$ cat src/rtl/mips_booth_mult_unit.sv
// Iterative Booth multiplier (MULT/MULTU); radix-2, or radix-4 when BOOTH_RADIX4_EN is defined.
// Latency WIDTH+1 steps (radix-4: (WIDTH+2)/2), then a one-cycle done; start is ignored while busy.
module mips_booth_mult_unit #(
  parameter int WIDTH = 32,
  parameter int CNT_W = 6
) (
  input  logic             clk,
  input  logic             rst_n,
  input  logic             start,
  input  logic             is_signed,
  input  logic             flush,
  input  logic [WIDTH-1:0] op_a,
  input  logic [WIDTH-1:0] op_b,
  output logic             busy,
  output logic             stall_req,
  output logic             done,
  output logic [WIDTH-1:0] hi,
  output logic [WIDTH-1:0] lo
);

  localparam logic [1:0] S_IDLE = 2'd0;
  localparam logic [1:0] S_RUN  = 2'd1;
  localparam logic [1:0] S_DONE = 2'd2;

`ifdef BOOTH_RADIX4_EN
  localparam int EW   = WIDTH + 2;
  localparam int AW   = WIDTH + 3;
  localparam int ITER = (WIDTH + 2) / 2;
`else
  localparam int EW   = WIDTH + 1;
  localparam int AW   = WIDTH + 1;
  localparam int ITER = WIDTH + 1;
`endif
  localparam int PW = 2 * WIDTH;
  localparam logic [CNT_W-1:0] CNT_INIT = CNT_W'(ITER);
  localparam logic [CNT_W-1:0] CNT_ONE  = CNT_W'(1);

  logic [1:0]       state_q, state_d;
  logic [AW-1:0]    m_q, m_d;
  logic [AW-1:0]    a_q, a_d;
  logic [EW-1:0]    q_q, q_d;
  logic             qm1_q, qm1_d;
  logic [CNT_W-1:0] cnt_q, cnt_d;
  logic [WIDTH-1:0] hi_q, hi_d;
  logic [WIDTH-1:0] lo_q, lo_d;

  logic [AW-1:0]    pp;
  logic [AW-1:0]    sum;
  logic [AW-1:0]    a_n;
  logic [EW-1:0]    q_n;
  logic             qm1_n;

  // One Booth step on the current {A,Q,Q_-1}.
  always_comb begin
    pp = '0;
`ifdef BOOTH_RADIX4_EN
    case ({q_q[1:0], qm1_q})
      3'b001, 3'b010: pp = m_q;
      3'b011:         pp = m_q << 1;
      3'b100:         pp = -(m_q << 1);
      3'b101, 3'b110: pp = -m_q;
      default:        pp = '0;
    endcase
    sum   = a_q + pp;
    a_n   = {{2{sum[AW-1]}}, sum[AW-1:2]};
    q_n   = {sum[1:0], q_q[EW-1:2]};
    qm1_n = q_q[1];
`else
    case ({q_q[0], qm1_q})
      2'b01:   pp = m_q;
      2'b10:   pp = -m_q;
      default: pp = '0;
    endcase
    sum   = a_q + pp;
    a_n   = {sum[AW-1], sum[AW-1:1]};
    q_n   = {sum[0], q_q[EW-1:1]};
    qm1_n = q_q[0];
`endif
  end

  always_comb begin
    state_d = state_q;
    m_d     = m_q;
    a_d     = a_q;
    q_d     = q_q;
    qm1_d   = qm1_q;
    cnt_d   = cnt_q;
    hi_d    = hi_q;
    lo_d    = lo_q;
    case (state_q)
      S_IDLE: begin
        if (start && !flush) begin
          // Extending to AW bits directly equals extending to EW then sign-extending.
          m_d     = {{(AW-WIDTH){is_signed & op_a[WIDTH-1]}}, op_a};
          q_d     = {{(EW-WIDTH){is_signed & op_b[WIDTH-1]}}, op_b};
          a_d     = '0;
          qm1_d   = 1'b0;
          cnt_d   = CNT_INIT;
          state_d = S_RUN;
        end
      end
      S_RUN: begin
        if (flush) begin
          state_d = S_IDLE;
        end else begin
          a_d   = a_n;
          q_d   = q_n;
          qm1_d = qm1_n;
          cnt_d = cnt_q - CNT_ONE;
          if (cnt_q == CNT_ONE) begin
            state_d      = S_DONE;
            {hi_d, lo_d} = PW'({a_n, q_n});
          end
        end
      end
      S_DONE:  state_d = S_IDLE;
      default: state_d = S_IDLE;
    endcase
  end

  always_ff @(posedge clk or negedge rst_n) begin
    if (!rst_n) begin
      state_q <= S_IDLE;
      m_q     <= '0;
      a_q     <= '0;
      q_q     <= '0;
      qm1_q   <= 1'b0;
      cnt_q   <= '0;
      hi_q    <= '0;
      lo_q    <= '0;
    end else begin
      state_q <= state_d;
      m_q     <= m_d;
      a_q     <= a_d;
      q_q     <= q_d;
      qm1_q   <= qm1_d;
      cnt_q   <= cnt_d;
      hi_q    <= hi_d;
      lo_q    <= lo_d;
    end
  end

  assign busy      = (state_q == S_RUN);
  assign done      = (state_q == S_DONE);
  assign stall_req = busy | (start & (state_q == S_IDLE));
  assign hi        = hi_q;
  assign lo        = lo_q;

endmodule

$ cat config.mk
export PLATFORM = sky130hd
export DESIGN_NAME = mips_booth_mult_unit
export DESIGN_NICKNAME = d
export VERILOG_FILES = /design/src/rtl/mips_booth_mult_unit.sv
export SDC_FILE = /design/constraint.sdc
export NUM_CORES = 1
export LEC_CHECK = 0
export ABC_CLOCK_PERIOD_IN_PS = 7290
export BUFFER_PORTS_ARGS = -buffer_cell sky130_fd_sc_hd__clkbuf_2
export CORE_MARGIN = 2
export CORE_UTILIZATION = 60
export CTS_BUF_LIST = sky130_fd_sc_hd__clkbuf_8
export CTS_CLUSTER_DIAMETER = 100
export DETAILED_ROUTE_END_ITERATION = 7
export HOLD_SLACK_MARGIN = 0.03
export PLACE_DENSITY = 0.87
export SLEW_MARGIN = 15
export SYNTH_ARGS = -nofsm -noshare
export SYNTH_HDL_FRONTEND = slang
export SYNTH_SLANG_ARGS = --single-unit
$ cat constraint.sdc
create_clock -name clk -period 7.29 [get_ports clk]
set_input_delay 1.0935 -clock clk [delete_from_list [all_inputs] [get_ports clk]]
set_output_delay 1.0935 -clock clk [all_outputs]
set_load 0.05 [all_outputs]
==> results.cfg, run 1 <==
[run_status]
status = complete, no violations

[power]
pwr-share-clk_pct = 14.8
power_density_mw_per_mm2 = 435
peakVddDrop_v = 0.000276
p_int_mw = 2.37
p_switching_mw = 2.19
p_leak_nw = 5.08
comb_power_share_pct = 49.8
total_power_mw = 4.57
seq_power_share_pct = 35.5
p_sw_share_pct = 48.1

[synthesis]
synth_flop_cell = dfrtp_1
synth_adder_area_share_pct = 5.21
synth_nets = 1004
synth_edf_count = 0
ys_seq_elements = 171
synth_top_family_by_area = compound AO/OA/AOI/OAI gates
synth_cells = 897
avgSynthCellArea_um2 = 10.3
synth.yosys.seq_area_share_pct = 46.2
synthMuxAreaShare_pct = 11.4
synthXorXnorAreaFrac_pct = 5.01
yosys.area_share.simple_pct = 14.0
mappedNetlistArea_mm2 = 0.00927
synthDistinctLibCells = 63
yosys_warnings = 0
synth_compound_area_share_pct = 15.4
ys_async_sr_fraction_pct = 100

[final_layout]
most-common-layout-cells = dfrtp_1, clkbuf_2, nand2_1
n_fill_cell = 1127
seqCellArea_mm2 = 0.00428
layout-drive-gt1-share_pct = 28.4
final_cells = 1211
antenna_cells = 0
final_common_cell = dfrtp_1
multi_input_area_mm2 = 0.00475
nets = 1117
syn2layout_area_growth_pct = 13.1

[timing]
hold_ws_ns = 0.512
finalSetupTns_ns = 0
worst-slew-pin-transition_ns = 0.926
finalHoldViolCount = 0
slew_headroom_pct = 38.3
fin_ws_ns = 2.58
finalCriticalPeriod_ns = 4.71
fin_crit_sh_pct = 64.6
skew_ns = 0.0158
rsz0062_at_grt = false
maxSlewViolCount = 0
timing.fmax_mhz = 212
setup_viol = 0

[route]
drt-pass1-iter-count = 5
antenna_left = 0
post_drt_wl_per_cell_um = 17.2
vias = 7323
route.detailed.drc = 0
routed_wl_um = 20800
avgViaCountPerCell = 6.05
drt_iter0_drc = 581

[clock_tree]
cts_buffers = 17
cts_resized = 0
clk_latency_ns = 0.48
cts_tree = done
cts-root-buf = clkbuf_8
postCtsSetupBuffers = 0
h-tree-depth = 4
path_clk_slew_ns = 0.10
clock_path_buffers = 2
ctsHoldBuffers = 0
cts_sinks = 171

[placed_design]
place_inst = 1179
hpwl_um = 14400
dp_slack_ns = 2.65
gp_congestion = 0.879
io_buffers = 135

[floorplanning]
core_mm2 = 0.0151
start_util_pct = 61.2
die_w_um = 128
die-area_mm2 = 0.0165
die_h_um = 128
row_count = 45
ioPinCount = 136

[critical_path]
crit_fanout = 6
required_ns = 7.66
critPathArrivalTime_ns = 5.08
path_cells = nor4_1, nand3_1, nor2_1, xnor2_1, a22oi_1, nor2_1, ha_1, and3_1, nand4_1, nor3_1, nand2b_1, o21ai_0, o31ai_1, a31oi_1, xnor2_1, mux2_2
crit_path_max_incr_delay_ns = 0.76
endpoint_kind = flip-flop
cpMaxStageDelayCell = nor4_1
startpoint_type = flip-flop
path_class = reg2reg

[global_route]
grt_overflow_total = 0
antenna_found_initial = 0
grt_pass1_wl_um = 34300
first_global_vias = 7096
grt_util_all_layers_pct = 26.2
grt_max_degree = 123

[run]
drv_cap = 0

[worst_hold_path]
hp-class = reg2reg
[stage by stage]
| step | util, % | cell area [um2] |
|---|---|---|
| final | 69.2 | 10500 |
| after global placement | 66.5 | 10100 |
| after detailed placement | 66.5 | 10100 |
| after floorplan | - | 9270 |
| after global routing | 69.2 | 10500 |
| after CTS | 69.2 | 10500 |
[metal layers]
layer	global-route usage (%)	share of wire [%]	vias up
li1	-	-	3465
met1	34.6	43	3602
met2	42.3	48	227
met3	7.10	7.1	29
met4	8.47	1.7	0
met5	0	0	-
[worst max-delay path: cells and delay by family, from the launching register on]
kind / cells / cell delay [ns]
xor gates and xnor gates: 2 / 0.27
muxes: 1 / 0.26
adders and majority gates: 1 / 0.36
AOI/OAI and AO/OA: 4 / 1.26
and+or+nand+nor: 8 / 2.01
DFF: 1 / 0.45
[worst paths after layout]
path | startpoint | endpoint | slack [ns] | cells after the start
worst min register to register | hi[5] | hi[5] | 0.51 | 1
max in group asynchronous | rst_n | lo[8] | 5.34 | 2
worst min-delay path | hi[5] | hi[5] | 0.51 | 1
worst max-delay path | m_q[5] | hi[31] | 2.58 | 16
worst max register to register | m_q[5] | hi[31] | 2.58 | 16
min in group asynchronous | rst_n | hi[3] | 0.77 | 1
[layout make-up]
| cell class | count | share of cell area (%) |
|---|---|---|
| inverters | 14 | 0.501 |
| repair buffers | 145 | 7.24 |
| clock inverters | 15 | 1.67 |
| well taps | 188 | 2.24 |
| clock buffers | 17 | 2.23 |
| multi-input cells | 661 | 45.3 |
| flip-flops and latches | 171 | 40.8 |
[synth_stat cells, types with 2 or more instances]
library cell,n,share of area (%)
inv_1,13,0.53
buf_6,2,0.24
buf_1,7,0.28
nand4_1,5,0.34
o21bai_1,6,0.49
nor3b_1,2,0.16
a21o_1,17,1.4
and3_1,8,0.54
and2_1,5,0.34
or4_4,3,0.36
clkbuf_1,41,1.7
o21ai_0,25,1.4
nor2b_1,8,0.54
nand2_1,94,3.8
xnor2_1,40,3.8
or3_1,6,0.41
a22oi_1,22,1.8
mux2_2,91,11
nor3_2,2,0.22
nor3_1,15,0.81
a211oi_1,3,0.24
dfrtp_1,171,46
or4_1,3,0.24
xor2_1,13,1.2
a22o_1,29,2.7
o31ai_1,3,0.24
mux2i_1,3,0.32
nand2b_1,9,0.61
o211ai_1,4,0.32
or3_4,2,0.24
o22ai_1,2,0.14
a31oi_1,39,2.6
a21oi_1,33,1.8
nand3_1,5,0.27
a32oi_1,9,0.85
ha_1,37,5.0
o21a_1,2,0.16
nor2_1,89,3.6
nor4_1,5,0.34
[flip-flops by register name, summed over array words and instances (netlist names)]
| name | flops |
|---|---|
| state_q | 2 |
| cnt_q | 6 |
| a_q | 32 |
| lo | 32 |
| qm1_q | 1 |
| q_q | 33 |
| hi | 32 |
| m_q | 33 |
[power by group through the flow]
stage	registers [mW]	clock network, mW	logic [mW]
finish	1.62	0.674	2.27
global route	1.67	0.725	2.46
CTS	1.62	0.682	2.27
detailed placement	1.63	0	2.26
global placement	1.62	0	2.20
floorplan	2.13	0	1.22
[logic make-up (layout without fill, tap and decap cells)]
group,after synthesis,count (layout)
compound gates,205,205
xor+xnor,53,53
fa+ha+maj,38,38
buf+inv,65,191
flops,171,171
mux,94,94
simple gates,271,271
Power figures use the tool's default switching activity.
==> run 2, diff against run 1 <==
--- a/config.mk
+++ b/config.mk
@@ -5,7 +5,8 @@
 export SDC_FILE = /design/constraint.sdc
 export NUM_CORES = 1
 export LEC_CHECK = 0
-export ABC_CLOCK_PERIOD_IN_PS = 7290
+export ABC_AREA = 1
+export ABC_CLOCK_PERIOD_IN_PS = 4600
 export BUFFER_PORTS_ARGS = -buffer_cell sky130_fd_sc_hd__clkbuf_2
 export CORE_MARGIN = 2
 export CORE_UTILIZATION = 60
==> constraint.sdc (replaced) <==
create_clock -name clk -period 4.6 [get_ports clk]
set_input_delay 0.69 -clock clk [delete_from_list [all_inputs] [get_ports clk]]
set_output_delay 0.69 -clock clk [all_outputs]
set_load 0.05 [all_outputs]
==> run 2 against run 1 <==
Global-route usage grew 4.2 points. Non-clock buffer count grew 3. Critical endpoint is now hi[14]. Clock skew shrank 0.00085 ns. Via count grew 25%. First-iteration DRC count grew 21%. Combinational power grew 44%. Synthesized cell count grew 45%. Largest power group unchanged. Wire length grew 22%. Critical path type unchanged. Sequential power grew 51%. Final cell count grew 36%. Synthesized area grew 5.5%.
==> results.cfg, run 2 <==
[route]
drt-pass1-iter-count = 5
antenna_left = 0
drt_iter0_drc = 704
route.detailed.drc = 0
routed_wl_um = 25300
post_drt_wl_per_cell_um = 15.4
vias = 9188
avgViaCountPerCell = 5.58

[timing]
fin_crit_sh_pct = 76.0
skew_ns = 0.0150
timing.fmax_mhz = 286
maxSlewViolCount = 0
finalHoldViolCount = 0
setup_viol = 0
finalSetupTns_ns = 0
rsz0062_at_grt = false
finalCriticalPeriod_ns = 3.50
worst-slew-pin-transition_ns = 0.983
slew_headroom_pct = 34.5

[global_route]
grt_util_all_layers_pct = 30.4
grt_pass1_wl_um = 42700
grt_overflow_total = 0
antenna_found_initial = 0
first_global_vias = 8569
grt_max_degree = 112

[clock_tree]
cts-root-buf = clkbuf_8
path_clk_slew_ns = 0.10
postCtsSetupBuffers = 0
clk_latency_ns = 0.48
cts_resized = 0
clock_path_buffers = 2
cts_buffers = 17
h-tree-depth = 4
ctsHoldBuffers = 0
cts_sinks = 171
cts_tree = done

[synthesis]
synth_top_area_cell = dfrtp_1
synthMuxAreaShare_pct = 0
synth_flop_cell = dfrtp_1
ys_seq_elements = 171
synth_compound_area_share_pct = 16.1
synth_cells = 1299
synthXorXnorAreaFrac_pct = 1.34
synthDistinctLibCells = 47
ys_top_cells_by_area = dfrtp_1, nand2_1, o21ai_0, ha_1, inv_1
yosys.area_share.simple_pct = 27.0
synth_top_cell_area_share_pct = 43.8
mappedNetlistArea_mm2 = 0.00978
synth_top_family_by_area = simple AND/OR/NAND/NOR gates
yosys-top-cells-count = nand2_1, dfrtp_1, inv_1
synth_edf_count = 0
synth_nets = 1406
ys_async_sr_fraction_pct = 100
avgSynthCellArea_um2 = 7.53
yosys_warnings = 0
synth_adder_area_share_pct = 4.94
synth.yosys.seq_area_share_pct = 43.8
yosysMostFrequentCell = nand2_1

[placed_design]
hpwl_um = 18800
post_dp_cell_area_mm2 = 0.0106
gp_congestion = 1.01
io_buffers = 135

[critical_path]
ff2ff_path_depth = 15
path_class = reg2reg
required_ns = 4.96
startpoint_type = flip-flop
critPathArrivalTime_ns = 3.86
crit_fanout = 11
regToRegEndpoint = hi[14]
r2r_setup_slack_ns = 1.10
endpoint_kind = flip-flop
r2r_start = q_q[0]

[final_layout]
top_regs = m_q (33), q_q (33)
antenna_cells = 0
final_area_mm2 = 0.0110
syn2layout_area_growth_pct = 12.6
most-common-layout-cells = nand2_1, dfrtp_1, clkbuf_2
final_common_cell = nand2_1
nets = 1524
layout-drive-gt1-share_pct = 14.9

[power]
p_leak_nw = 5.53
peakVddDrop_v = 0.000439
power_density_mw_per_mm2 = 618

[floorplanning]
core_mm2 = 0.0159
die-area_mm2 = 0.0173
die_w_um = 132
start_util_pct = 61.6
row_count = 46
ioPinCount = 136
die_h_um = 132

[worst_hold_path]
hp-class = in2async

[run]
drv_cap = 0

[run_status]
status = complete, no violations
-- run 2: changes by cell type after synthesis, sizes merged, moves of 19 or more --
| cell | before | now |
|---|---|---|
| nand2 | 94 | 419 |
| o21ai | 27 | 150 |
| inv | 14 | 115 |
| mux2 | 91 | 0 |
| nand3 | 5 | 73 |
| a21oi | 33 | 75 |
| a31oi | 39 | 1 |
| o211ai | 4 | 34 |
| a22o | 29 | 0 |
| xnor2 | 40 | 12 |
| a22oi | 22 | 1 |
| clkbuf | 41 | 22 |
-- run 2: metal layers --
metal  wire, um  track usage (%)  part of all wire, %
met2      11300             46.1                   45
met5          0                0                    0
met3       1430             3.74                  5.6
met1      12000             45.8                   47
met4        561             9.36                  2.2
-- run 2: stage by stage --
stage | utilization [%] | total power [mW] | setup slack (ns) | instances | hold slack [ns]
6_report | 69.3 | 6.81 | 1.10 | 1646 | 0.303
5_1_grt | 69.3 | 7.26 | 0.787 | 1646 | 0.403
4_1_cts | 69.3 | 6.80 | 1.17 | 1646 | 0.360
3_5_place_dp | 66.8 | 5.70 | 1.18 | 1614 | 0.460
3_3_place_gp | 66.8 | 5.63 | 1.22 | 1614 | 0.455
2_1_floorplan | - | 4.83 | 1.67 | 1299 | 0.394
-- run 2: area by class of cell --
type                       instances  area (um2)
fill                            1321        4880
multi-input combinational        964        4840
sequential                       171        4280
timing repair buffer             148         779
inverter                         115         433
tap                              216         270
clock buffer                      18         248
clock inverter                    14         155
-- run 2: worst max-delay path, stage by stage, from the launching register on --
cell and delay (ns):
dfrtp_1 0.37, inv_1 0.08, ha_1 0.31, inv_1 0.29, o21ai_0 0.33, a311oi_1 0.53
ha_1 0.37, nand2_1 0.16, o21ai_0 0.11, inv_1 0.06, nand2_1 0.15, nand2_1 0.10
nand2_1 0.10, or2_2 0.30, nand3_1 0.09, nand2_1 0.05
-- run 2: report_power, final --
group / internal (mW) / switching, mW
sequential: 2.05 / 0.391
clock: 0.466 / 0.622
combinational: 0.888 / 2.39
total: 3.40 / 3.41
-- run 2: worst max-delay path by stage --
stage | startpoint | to
2_1_floorplan | q_q[0] | hi[20]
3_3_place_gp | q_q[0] | hi[14]
3_5_place_dp | q_q[0] | hi[14]
4_1_cts | m_q[10] | a_q[25]
5_1_grt | m_q[10] | hi[26]
6_report | q_q[0] | hi[14]
-- run 2: logic make-up after synthesis --
group / count (synthesis)
AOI/OAI and AO/OA: 284
xor gates and xnor gates: 15
adders and majority gates: 38
buffers and inverters: 164
DFF: 171
and+or+nand+nor: 627
